**src/rtl/id_stage_if.sv**
```systemverilog
// IF/ID boundary bundle: IFU-side request/control inputs and registered decode outputs.
interface id_stage_if;
    logic [31:0] instruction;
    logic        if_valid;
    logic        stall_in;
    logic        flush;
    logic        hazard_stall;
    logic        id_valid;
    logic [4:0]  rs;
    logic [4:0]  rt;
    logic [4:0]  rd;
    logic [4:0]  shamt;
    logic [5:0]  funct;
    logic [15:0] imm16;
    logic [25:0] addr26;
    logic        reg_dst;
    logic        alu_src;
    logic        mem_to_reg;
    logic        reg_write;
    logic        mem_read;
    logic        mem_write;
    logic        is_branch;
    logic        is_jump;
    logic        ext_op;
    logic [2:0]  alu_ctrl;
    logic        illegal_instr;

    modport master (
        output instruction, if_valid, stall_in, flush,
        input  hazard_stall, id_valid, rs, rt, rd, shamt, funct, imm16, addr26,
        input  reg_dst, alu_src, mem_to_reg, reg_write, mem_read, mem_write,
        input  is_branch, is_jump, ext_op, alu_ctrl, illegal_instr
    );

    modport slave (
        input  instruction, if_valid, stall_in, flush,
        output hazard_stall, id_valid, rs, rt, rd, shamt, funct, imm16, addr26,
        output reg_dst, alu_src, mem_to_reg, reg_write, mem_read, mem_write,
        output is_branch, is_jump, ext_op, alu_ctrl, illegal_instr
    );
endinterface

```
**src/rtl/id_stage.sv**
```systemverilog
// MIPS-subset instruction decode stage: IF/ID pipeline register with control
// decode, hold/flush handling and load-use hazard detection.
module id_stage (
    input  logic      clk,
    input  logic      reset,
    id_stage_if.slave bus
);
    localparam logic [5:0] OP_RTYPE = 6'b000000;
    localparam logic [5:0] OP_LW    = 6'b100011;
    localparam logic [5:0] OP_SW    = 6'b101011;
    localparam logic [5:0] OP_BEQ   = 6'b000100;
    localparam logic [5:0] OP_ADDI  = 6'b001000;
    localparam logic [5:0] OP_ORI   = 6'b001101;
    localparam logic [5:0] OP_J     = 6'b000010;

    localparam logic [5:0] FN_ADD = 6'b100000;
    localparam logic [5:0] FN_SUB = 6'b100010;
    localparam logic [5:0] FN_AND = 6'b100100;
    localparam logic [5:0] FN_OR  = 6'b100101;
    localparam logic [5:0] FN_SLT = 6'b101010;

    localparam logic [2:0] ALU_AND = 3'b000;
    localparam logic [2:0] ALU_OR  = 3'b001;
    localparam logic [2:0] ALU_ADD = 3'b010;
    localparam logic [2:0] ALU_SUB = 3'b110;
    localparam logic [2:0] ALU_SLT = 3'b111;

    typedef struct packed {
        logic        valid;
        logic [4:0]  rs;
        logic [4:0]  rt;
        logic [4:0]  rd;
        logic [4:0]  shamt;
        logic [5:0]  funct;
        logic [15:0] imm16;
        logic [25:0] addr26;
        logic        reg_dst;
        logic        alu_src;
        logic        mem_to_reg;
        logic        reg_write;
        logic        mem_read;
        logic        mem_write;
        logic        is_branch;
        logic        is_jump;
        logic        ext_op;
        logic [2:0]  alu_ctrl;
        logic        illegal;
    } id_regs_t;

    id_regs_t   regs_q;
    id_regs_t   dec_c;
    logic [5:0] opcode_c;
    logic       legal_op_c;
    logic       uses_rt_c;
    logic       hazard_c;

    assign opcode_c = bus.instruction[31:26];

    // Combinational decode of the incoming instruction into the next register image
    always_comb begin
        dec_c        = '0;
        dec_c.valid  = 1'b1;
        dec_c.rs     = bus.instruction[25:21];
        dec_c.rt     = bus.instruction[20:16];
        dec_c.rd     = bus.instruction[15:11];
        dec_c.shamt  = bus.instruction[10:6];
        dec_c.funct  = bus.instruction[5:0];
        dec_c.imm16  = bus.instruction[15:0];
        dec_c.addr26 = bus.instruction[25:0];
        case (opcode_c)
            OP_RTYPE: begin
                dec_c.reg_dst   = 1'b1;
                dec_c.reg_write = 1'b1;
                case (bus.instruction[5:0])
                    FN_ADD:  dec_c.alu_ctrl = ALU_ADD;
                    FN_SUB:  dec_c.alu_ctrl = ALU_SUB;
                    FN_AND:  dec_c.alu_ctrl = ALU_AND;
                    FN_OR:   dec_c.alu_ctrl = ALU_OR;
                    FN_SLT:  dec_c.alu_ctrl = ALU_SLT;
                    default: begin
                        dec_c.reg_dst   = 1'b0;
                        dec_c.reg_write = 1'b0;
                        dec_c.illegal   = 1'b1;
                    end
                endcase
            end
            OP_LW: begin
                dec_c.alu_src    = 1'b1;
                dec_c.mem_to_reg = 1'b1;
                dec_c.reg_write  = 1'b1;
                dec_c.mem_read   = 1'b1;
                dec_c.ext_op     = 1'b1;
                dec_c.alu_ctrl   = ALU_ADD;
            end
            OP_SW: begin
                dec_c.alu_src   = 1'b1;
                dec_c.mem_write = 1'b1;
                dec_c.ext_op    = 1'b1;
                dec_c.alu_ctrl  = ALU_ADD;
            end
            OP_BEQ: begin
                dec_c.is_branch = 1'b1;
                dec_c.ext_op    = 1'b1;
                dec_c.alu_ctrl  = ALU_SUB;
            end
            OP_ADDI: begin
                dec_c.alu_src   = 1'b1;
                dec_c.reg_write = 1'b1;
                dec_c.ext_op    = 1'b1;
                dec_c.alu_ctrl  = ALU_ADD;
            end
            OP_ORI: begin
                dec_c.alu_src   = 1'b1;
                dec_c.reg_write = 1'b1;
                dec_c.alu_ctrl  = ALU_OR;
            end
            OP_J:    dec_c.is_jump = 1'b1;
            default: dec_c.illegal = 1'b1;
        endcase
    end

    // Opcode legality and whether the incoming instruction reads its rt field
    always_comb begin
        legal_op_c = 1'b0;
        uses_rt_c  = 1'b0;
        case (opcode_c)
            OP_RTYPE, OP_BEQ, OP_SW: begin
                legal_op_c = 1'b1;
                uses_rt_c  = 1'b1;
            end
            OP_LW, OP_ADDI, OP_ORI, OP_J: legal_op_c = 1'b1;
            default: ;
        endcase
    end

    // Load-use: the registered lw writes a register the incoming instruction reads
    always_comb begin
        hazard_c = 1'b0;
        if (regs_q.valid && regs_q.mem_read && (regs_q.rt != 5'd0) &&
            bus.if_valid && legal_op_c && !bus.flush && !bus.stall_in) begin
            hazard_c = (bus.instruction[25:21] == regs_q.rt) ||
                       (uses_rt_c && (bus.instruction[20:16] == regs_q.rt));
        end
    end

    always_ff @(posedge clk) begin
        if (reset)              regs_q <= '0;
        else if (bus.flush)     regs_q <= '0;
        else if (bus.stall_in)  regs_q <= regs_q;
        else if (hazard_c)      regs_q <= '0;
        else if (bus.if_valid)  regs_q <= dec_c;
        else                    regs_q <= '0;
    end

    assign bus.hazard_stall  = hazard_c;
    assign bus.id_valid      = regs_q.valid;
    assign bus.rs            = regs_q.rs;
    assign bus.rt            = regs_q.rt;
    assign bus.rd            = regs_q.rd;
    assign bus.shamt         = regs_q.shamt;
    assign bus.funct         = regs_q.funct;
    assign bus.imm16         = regs_q.imm16;
    assign bus.addr26        = regs_q.addr26;
    assign bus.reg_dst       = regs_q.reg_dst;
    assign bus.alu_src       = regs_q.alu_src;
    assign bus.mem_to_reg    = regs_q.mem_to_reg;
    assign bus.reg_write     = regs_q.reg_write;
    assign bus.mem_read      = regs_q.mem_read;
    assign bus.mem_write     = regs_q.mem_write;
    assign bus.is_branch     = regs_q.is_branch;
    assign bus.is_jump       = regs_q.is_jump;
    assign bus.ext_op        = regs_q.ext_op;
    assign bus.alu_ctrl      = regs_q.alu_ctrl;
    assign bus.illegal_instr = regs_q.illegal;
endmodule

```
**src/flat_wrapper.sv**
```systemverilog
// flat-port wrapper written by rule: the top's interface ports become plain ports
module id_stage_flat 
  (clk, reset, bus_instruction, bus_if_valid, bus_stall_in, bus_flush, bus_hazard_stall, bus_id_valid, bus_rs, bus_rt, bus_rd, bus_shamt, bus_funct, bus_imm16, bus_addr26, bus_reg_dst, bus_alu_src, bus_mem_to_reg, bus_reg_write, bus_mem_read, bus_mem_write, bus_is_branch, bus_is_jump, bus_ext_op, bus_alu_ctrl, bus_illegal_instr);
  id_stage_if bus_i ();
  input  logic clk;
  input  logic reset;
  input wire logic [$bits(bus_i.instruction)-1:0] bus_instruction;
  input wire logic [$bits(bus_i.if_valid)-1:0] bus_if_valid;
  input wire logic [$bits(bus_i.stall_in)-1:0] bus_stall_in;
  input wire logic [$bits(bus_i.flush)-1:0] bus_flush;
  output wire logic [$bits(bus_i.hazard_stall)-1:0] bus_hazard_stall;
  output wire logic [$bits(bus_i.id_valid)-1:0] bus_id_valid;
  output wire logic [$bits(bus_i.rs)-1:0] bus_rs;
  output wire logic [$bits(bus_i.rt)-1:0] bus_rt;
  output wire logic [$bits(bus_i.rd)-1:0] bus_rd;
  output wire logic [$bits(bus_i.shamt)-1:0] bus_shamt;
  output wire logic [$bits(bus_i.funct)-1:0] bus_funct;
  output wire logic [$bits(bus_i.imm16)-1:0] bus_imm16;
  output wire logic [$bits(bus_i.addr26)-1:0] bus_addr26;
  output wire logic [$bits(bus_i.reg_dst)-1:0] bus_reg_dst;
  output wire logic [$bits(bus_i.alu_src)-1:0] bus_alu_src;
  output wire logic [$bits(bus_i.mem_to_reg)-1:0] bus_mem_to_reg;
  output wire logic [$bits(bus_i.reg_write)-1:0] bus_reg_write;
  output wire logic [$bits(bus_i.mem_read)-1:0] bus_mem_read;
  output wire logic [$bits(bus_i.mem_write)-1:0] bus_mem_write;
  output wire logic [$bits(bus_i.is_branch)-1:0] bus_is_branch;
  output wire logic [$bits(bus_i.is_jump)-1:0] bus_is_jump;
  output wire logic [$bits(bus_i.ext_op)-1:0] bus_ext_op;
  output wire logic [$bits(bus_i.alu_ctrl)-1:0] bus_alu_ctrl;
  output wire logic [$bits(bus_i.illegal_instr)-1:0] bus_illegal_instr;
  assign bus_i.instruction = bus_instruction;
  assign bus_i.if_valid = bus_if_valid;
  assign bus_i.stall_in = bus_stall_in;
  assign bus_i.flush = bus_flush;
  assign bus_hazard_stall = bus_i.hazard_stall;
  assign bus_id_valid = bus_i.id_valid;
  assign bus_rs = bus_i.rs;
  assign bus_rt = bus_i.rt;
  assign bus_rd = bus_i.rd;
  assign bus_shamt = bus_i.shamt;
  assign bus_funct = bus_i.funct;
  assign bus_imm16 = bus_i.imm16;
  assign bus_addr26 = bus_i.addr26;
  assign bus_reg_dst = bus_i.reg_dst;
  assign bus_alu_src = bus_i.alu_src;
  assign bus_mem_to_reg = bus_i.mem_to_reg;
  assign bus_reg_write = bus_i.reg_write;
  assign bus_mem_read = bus_i.mem_read;
  assign bus_mem_write = bus_i.mem_write;
  assign bus_is_branch = bus_i.is_branch;
  assign bus_is_jump = bus_i.is_jump;
  assign bus_ext_op = bus_i.ext_op;
  assign bus_alu_ctrl = bus_i.alu_ctrl;
  assign bus_illegal_instr = bus_i.illegal_instr;
  id_stage u_core (.clk(clk), .reset(reset), .bus(bus_i));
endmodule
```
**config.mk**
```make
export PLATFORM = sky130hd
export DESIGN_NAME = id_stage_flat
export DESIGN_NICKNAME = d
export VERILOG_FILES = /design/src/rtl/id_stage_if.sv /design/src/rtl/id_stage.sv /design/src/flat_wrapper.sv
export SDC_FILE = /design/constraint.sdc
export NUM_CORES = 1
export LEC_CHECK = 0
export CAP_MARGIN = 20
export CORE_ASPECT_RATIO = 2
export CORE_UTILIZATION = 37
export CTS_CLUSTER_DIAMETER = 40
export DETAILED_ROUTE_END_ITERATION = 6
export GPL_ROUTABILITY_DRIVEN = 0
export PLACE_DENSITY = 0.87
export SYNTH_ARGS = -nofsm -noshare
export SYNTH_HDL_FRONTEND = slang
export SYNTH_SLANG_ARGS = --single-unit
```
**constraint.sdc**
```tcl
create_clock -name clk -period 2.3 [get_ports clk]
set_input_delay 0.46 -clock clk [delete_from_list [all_inputs] [get_ports clk]]
set_output_delay 0.46 -clock clk [all_outputs]
set_load 0.05 [all_outputs]
```
# [Yosys cells after proc, flatten, opt, wreduce, memory -nomap -nowiden]
# Index checks and enable logic that the tools add are counted.
# W data, S select, Z words.
[op_classes] n_reduce_logical=21 n_eq_ne=13 muxes=18
[ops] operator="$mux W82" count=2
[ops] operator="$eq A6 B6 Y1 const B" count=7
[ops] operator="$pmux W3 S4" count=2
[ops] operator="$eq A6 B4 Y1 const B" count=2
[ops] operator="$mux W1" count=12
[ops] operator="$eq A5 B5 Y1" count=2
[ops] operator="$reduce_or A3 Y1" count=3
[ops] operator="$reduce_or A4 Y1" count=2
[ops] operator="$logic_and A1 B1 Y1" count=7
[ops] operator="$reduce_or A7 Y1" count=1
[ops] operator="$eq A6 B2 Y1 const B" count=1
[ops] operator="$eq A6 B3 Y1 const B" count=1
[ops] operator="$logic_not A6 Y1" count=1
[ops] operator="$reduce_or A6 Y1" count=1
[ops] operator="$reduce_bool A5 Y1" count=1
[ops] operator="$reduce_or A5 Y1" count=1
[ops] operator="$pmux W1 S2" count=2
[ops] operator="$logic_not A1 Y1" count=2
[ops] operator="$reduce_or A2 Y1" count=1
[ops] operator="$logic_or A1 B1 Y1" count=1
[word_totals] out_inout_bits=83 reg_bits=82 input_bits=37 elab_cells=71

# [Logic depth before layout (Yosys ltp)]
# Gate-level depths: netlist of run 1.
[depth] ltp_word=8 ltp_mapped=9

# [Worst setup path before layout of run 1]
# No wires, ideal clock.
[synth_path] path_type="input-to-reg" start="in bus_stall_in" end="reg u_core.regs_q (netlist bit u_core.bus.addr26[11])" t_required_ns=2.183 path_stages=8 arrival_ns=2.516 setup_slack_ns=-0.332 path_cell_list="or3b_1 or3_1 a221o_1 a21oi_2 nor3_2 buf_6 buf_6 a22o_1"
[synth_via] elab_chain_cells=4
[synth_rtl] element="from (decl)" line="flat_wrapper.sv:9" source="input wire logic [$bits(bus_i.stall_in)-1:0] bus_stall_in;"
[synth_rtl] element="$logic_not A1 Y1" line="id_stage.sv:140" source="bus.if_valid && legal_op_c && !bus.flush && !bus.stall_in) begin"
[synth_rtl] element="$logic_and A1 B1 Y1" line="id_stage.sv:140"
[synth_rtl] element="$mux W1" line="id_stage.sv:139" source="if (regs_q.valid && regs_q.mem_read && (regs_q.rt != 5'd0) &&"
[synth_rtl] element="net bus_hazard_stall" line="flat_wrapper.sv:11" source="output wire logic [$bits(bus_i.hazard_stall)-1:0] bus_hazard_stall;"
[synth_rtl] element="$mux W82" line="id_stage.sv:150" source="else if (hazard_c) regs_q <= '0;"
[synth_rtl] element="to (signal assigned)" line="id_stage.sv:149" source="else if (bus.stall_in) regs_q <= regs_q;"
[synth_rtl] element="to (decl)" line="id_stage.sv:50" source="id_regs_t regs_q;"
# The timed path passes the listed nets, and every way through them passes these cells.
# A chain may end at the register's enable or synchronous reset.

# [Worst setup path in the final report of run 1]
[layout_path] start="in bus_instruction[31]" end="out bus_hazard_stall"
[layout_via] elab_chain_cells=7 word_cells_on_any_way=17
[layout_rtl] element="from (decl)" line="flat_wrapper.sv:7" source="input wire logic [$bits(bus_i.instruction)-1:0] bus_instruction;"
[layout_rtl] element="$eq A6 B6 Y1, or another cell as far along" line="id_stage.sv:126" source="case (opcode_c)"
[layout_rtl] element="$reduce_or A7 Y1 (no line)"
[layout_rtl] element="$mux W1" line="id_stage.sv:126"
[layout_rtl] element="$logic_and A1 B1 Y1 (3 in series)" line="id_stage.sv:140"
[layout_rtl] element="$mux W1 (*)" line="id_stage.sv:139"
[layout_rtl] element="to (decl)" line="flat_wrapper.sv:11"
# Mark *: on every way between the ends. The rest lies on a longest branch, timed or not.

==> impl_metrics.py, run 1 <==
metrics = {
    "clock_tree": {
        "cts_buffers": 5,
        "htreeDepth": 2,
        "cts_tree": "built",
        "clock_path_buffers": 2,
        "clkTransAtPathRegs_ns": 0.07,
        "clock_tree.root_cell": "clkbuf_8",
        "clock_sinks": 39,
        "worstSkewPairLatency_ns": 0.29,
    },
    "synth": {
        "yosysWarnings": 0,
        "yosysUniqueCellTypes": 36,
        "synth_edf_count": 0,
        "syn_inst": 205,
        "ys_ff_latch": 39,
        "async_reset_ff_frac": 0,
        "synthesis.area_mm2": 0.00196,
        "syn-num-nets": 242,
        "synth-seq-area-share": 0.397,
        "ys.flop_type": "dfxtp_1",
        "avgSynthCellArea_um2": 9.58,
    },
    "setup_path": {
        "crit_type": "in2out",
        "path_delay_family": "buffers and inverters",
        "cp_slowest_cell": "or4_4",
        "path_depth": 7,
        "crit_path_start": "bus_instruction[31]",
        "path_cells": "dlygate4sd2_1 > buf_6 > or4_4 > o21ai_2 > nand3_2 > a21oi_4 > buf_12",
        "reg2reg_depth": 8,
        "reg2reg_slack_ns": 0.32,
        "worst_path_largest_cell_delay_ns": 0.42,
        "worstPathRequired_ns": 1.84,
        "endpoint_kind": "output pin",
        "cp_max_fo": 7,
        "rr_endpoint": "u_core.bus.addr26[4]",
        "path_buf_inv": 3,
        "critPathLaunchType": "input port",
        "r2r-start": "u_core.bus.addr26[16]",
        "arrival_ns": 1.89,
    },
    "detailed_routing": {
        "ant_nets": 0,
        "drc": 0,
        "post_drt_wl_per_cell_um": 15.4,
        "drtIter0Drc": 31,
        "viasPerCell": 5.10,
        "wirelength_mm": 5.60,
        "dr.pass1.iters": 4,
        "vias": 1856,
    },
    "hold_path": {
        "hp-class": "in2reg",
        "hold_depth": 2,
        "min_to": "u_core.bus.addr26[19]",
        "min_from": "bus_instruction[19]",
    },
    "timing": {
        "final-max-slew-violation-count": 0,
        "fin_hold_ws_ns": 0.437,
        "tightest_slew_ns": 0.527,
        "setup_ws_ns": -0.0457,
        "hold_viol": 0,
        "rsz0062_at_grt": "yes",
        "relSlewSlack": 0.648,
        "finalSetupViolCount": 1,
        "fmax_mhz": 426,
        "finClkSkew_ns": 0.00804,
        "fin_crit_sh": 1.02,
        "fin_crit_ns": 2.35,
    },
    "floorplanning": {
        "die_w_um": 53.5,
        "row_count": 37,
        "dieArea_mm2": 0.00562,
        "core-area_mm2": 0.00514,
        "initial_core_util": 0.382,
        "die_height_um": 105,
        "pin_count": 120,
    },
    "power_and_ir_drop": {
        "ir_worst_vdd_mv": 0.489,
        "power.leakage_nw": 1.33,
        "power_density_mw_per_mm2": 489,
    },
    "final_layout": {
        "post-route-util": 0.644,
        "largest_reg_flops": 26,
        "drive_gt1_frac": 0.190,
        "final_cell_area_mm2": 0.00331,
        "area_growth_syn_to_layout_pct": 68.3,
        "antennaDiodeCount": 0,
        "finalNonFillerCells": 364,
        "fin_nets": 342,
    },
    "placed_design": {
        "dpl_cell_area_mm2": 0.00310,
        "dp.cells": 351,
        "hpwl_mm": 4.14,
        "portBuffers": 119,
        "post-place-ws_ns": -0.434,
    },
    "grt": {
        "grt_pass1_wl_mm": 8.38,
        "grtUsageTotal": 0.206,
        "grt_max_degree": 40,
        "grt.overflow.total": 0,
        "grt_pass1_vias": 1783,
        "antenna_found_initial": 0,
    },
    "job": {
        "maxCapViolCount": 0,
    },
    "status": {
        "violations": "setup timing",
        "status": "complete, but fails checks",
    },
}
==> power breakdown <==
group | leakage [nW] | internal, mW | switching (mW) | total [mW]
clock | 0.0612 | 0.351 | 0.238 | 0.589
sequential | 0.315 | 0.686 | 0.0116 | 0.697
combinational | 0.950 | 0.152 | 0.180 | 0.332
total | 1.33 | 1.19 | 0.430 | 1.62
==> synth_stat cells (all sizes together) (3+ instances only) <==
library cell  number  area [um2]
xor2              10        87.6
nor4bb             3        30.0
a31oi              3        18.8
a22o              37         324
a21oi              6        33.8
nor3               7        40.0
buf               46         350
dfxtp             39         781
nand2              5        18.8
nor2               7        26.3
o21ai              5        25.0
clkbuf            10        37.5
inv                3        11.3
==> worst max path at each step <==
| stage | end | slack, ns |
|---|---|---|
| after floorplan | u_core.bus.addr26[11] | -0.15 |
| after global placement | bus_hazard_stall | -0.41 |
| after detailed placement | bus_hazard_stall | -0.43 |
| after CTS | bus_hazard_stall | -0.08 |
| after global routing | bus_hazard_stall | -0.08 |
| final | bus_hazard_stall | -0.05 |
==> worst reg2reg max path: cells and delay by family (launching register included) <==
family          cells  cell delay, ns
compound gates      2            0.41
flops               1            0.46
simple gates        3            0.57
xor+xnor            1            0.14
buf+inv             2            0.31
==> layout by cell type (no fill, tap or decap), types with 2 or more instances in the layout <==
cell type,Yosys,layout
buf_12,0,4
or3_1,2,2
buf_6,2,5
inv_1,3,3
nand2_1,5,5
a22o_1,37,37
a21oi_1,5,4
nor2_1,7,6
clkbuf_8,0,6
clkdlybuf4s50_1,0,106
a31oi_1,3,3
clkbuf_2,0,2
dlygate4sd2_1,0,2
dlymetal6s2s_1,0,4
buf_4,43,24
dfxtp_1,39,39
o21ai_2,0,2
nor4bb_1,3,2
nor3_1,6,6
o21ai_0,5,2
xnor2_1,2,2
or2_2,2,2
xor2_1,10,10
==> per-layer routing <==
metal / part of all wire / global-route usage / wire [um] / up-vias
met5: 0 / 0 / 0 / -
met2: 0.59 / 0.396 / 3310 / 73
met1: 0.33 / 0.189 / 1850 / 878
li1: - / - / - / 894
met4: 0.023 / 0.0940 / 130 / 0
met3: 0.056 / 0.0378 / 314 / 11
==> kinds of logic after synthesis <==
family,synth area share
AOI/OAI and AO/OA,0.227
xor gates and xnor gates,0.0535
buffers and inverters,0.203
DFF,0.397
and+or+nand+nor,0.119
==> what timing repair did <==
action / CTS / global route
hold buffers: 0 / 0
setup buffers: 4 / 1
endpoints found under the setup margin: 40 / 1
pin swaps: 7 / 9
gates resized for setup: 27 / 16
==> metrics by stage <==
| stage | TNS (ns) | power (mW) |
|---|---|---|
| finish | -0.0457 | 1.62 |
| global route | -0.0834 | 1.68 |
| CTS | -0.0822 | 1.63 |
| detailed placement | -15.11 | 1.03 |
| global placement | -14.03 | 1.03 |
| floorplan | -3.29 | 0.889 |
==> final cells by class <==
type	instances	area (um2)
multi-input combinational	107	855
timing repair buffer	149	1470
clock inverter	2	35.0
clock buffer	6	82.6
inverter	3	11.3
tap	58	72.6
sequential	39	781
fill	414	1830
(Power assumes the default switching activity.)
==> run 2, diff against run 1 <==
--- a/config.mk
+++ b/config.mk
@@ -5,7 +5,6 @@
 export SDC_FILE = /design/constraint.sdc
 export NUM_CORES = 1
 export LEC_CHECK = 0
-export CAP_MARGIN = 20
 export CORE_ASPECT_RATIO = 2
 export CORE_UTILIZATION = 37
 export CTS_CLUSTER_DIAMETER = 40
==> results of run 2 <==
The final DEF is identical to that of run 1; final timing and power are the same.
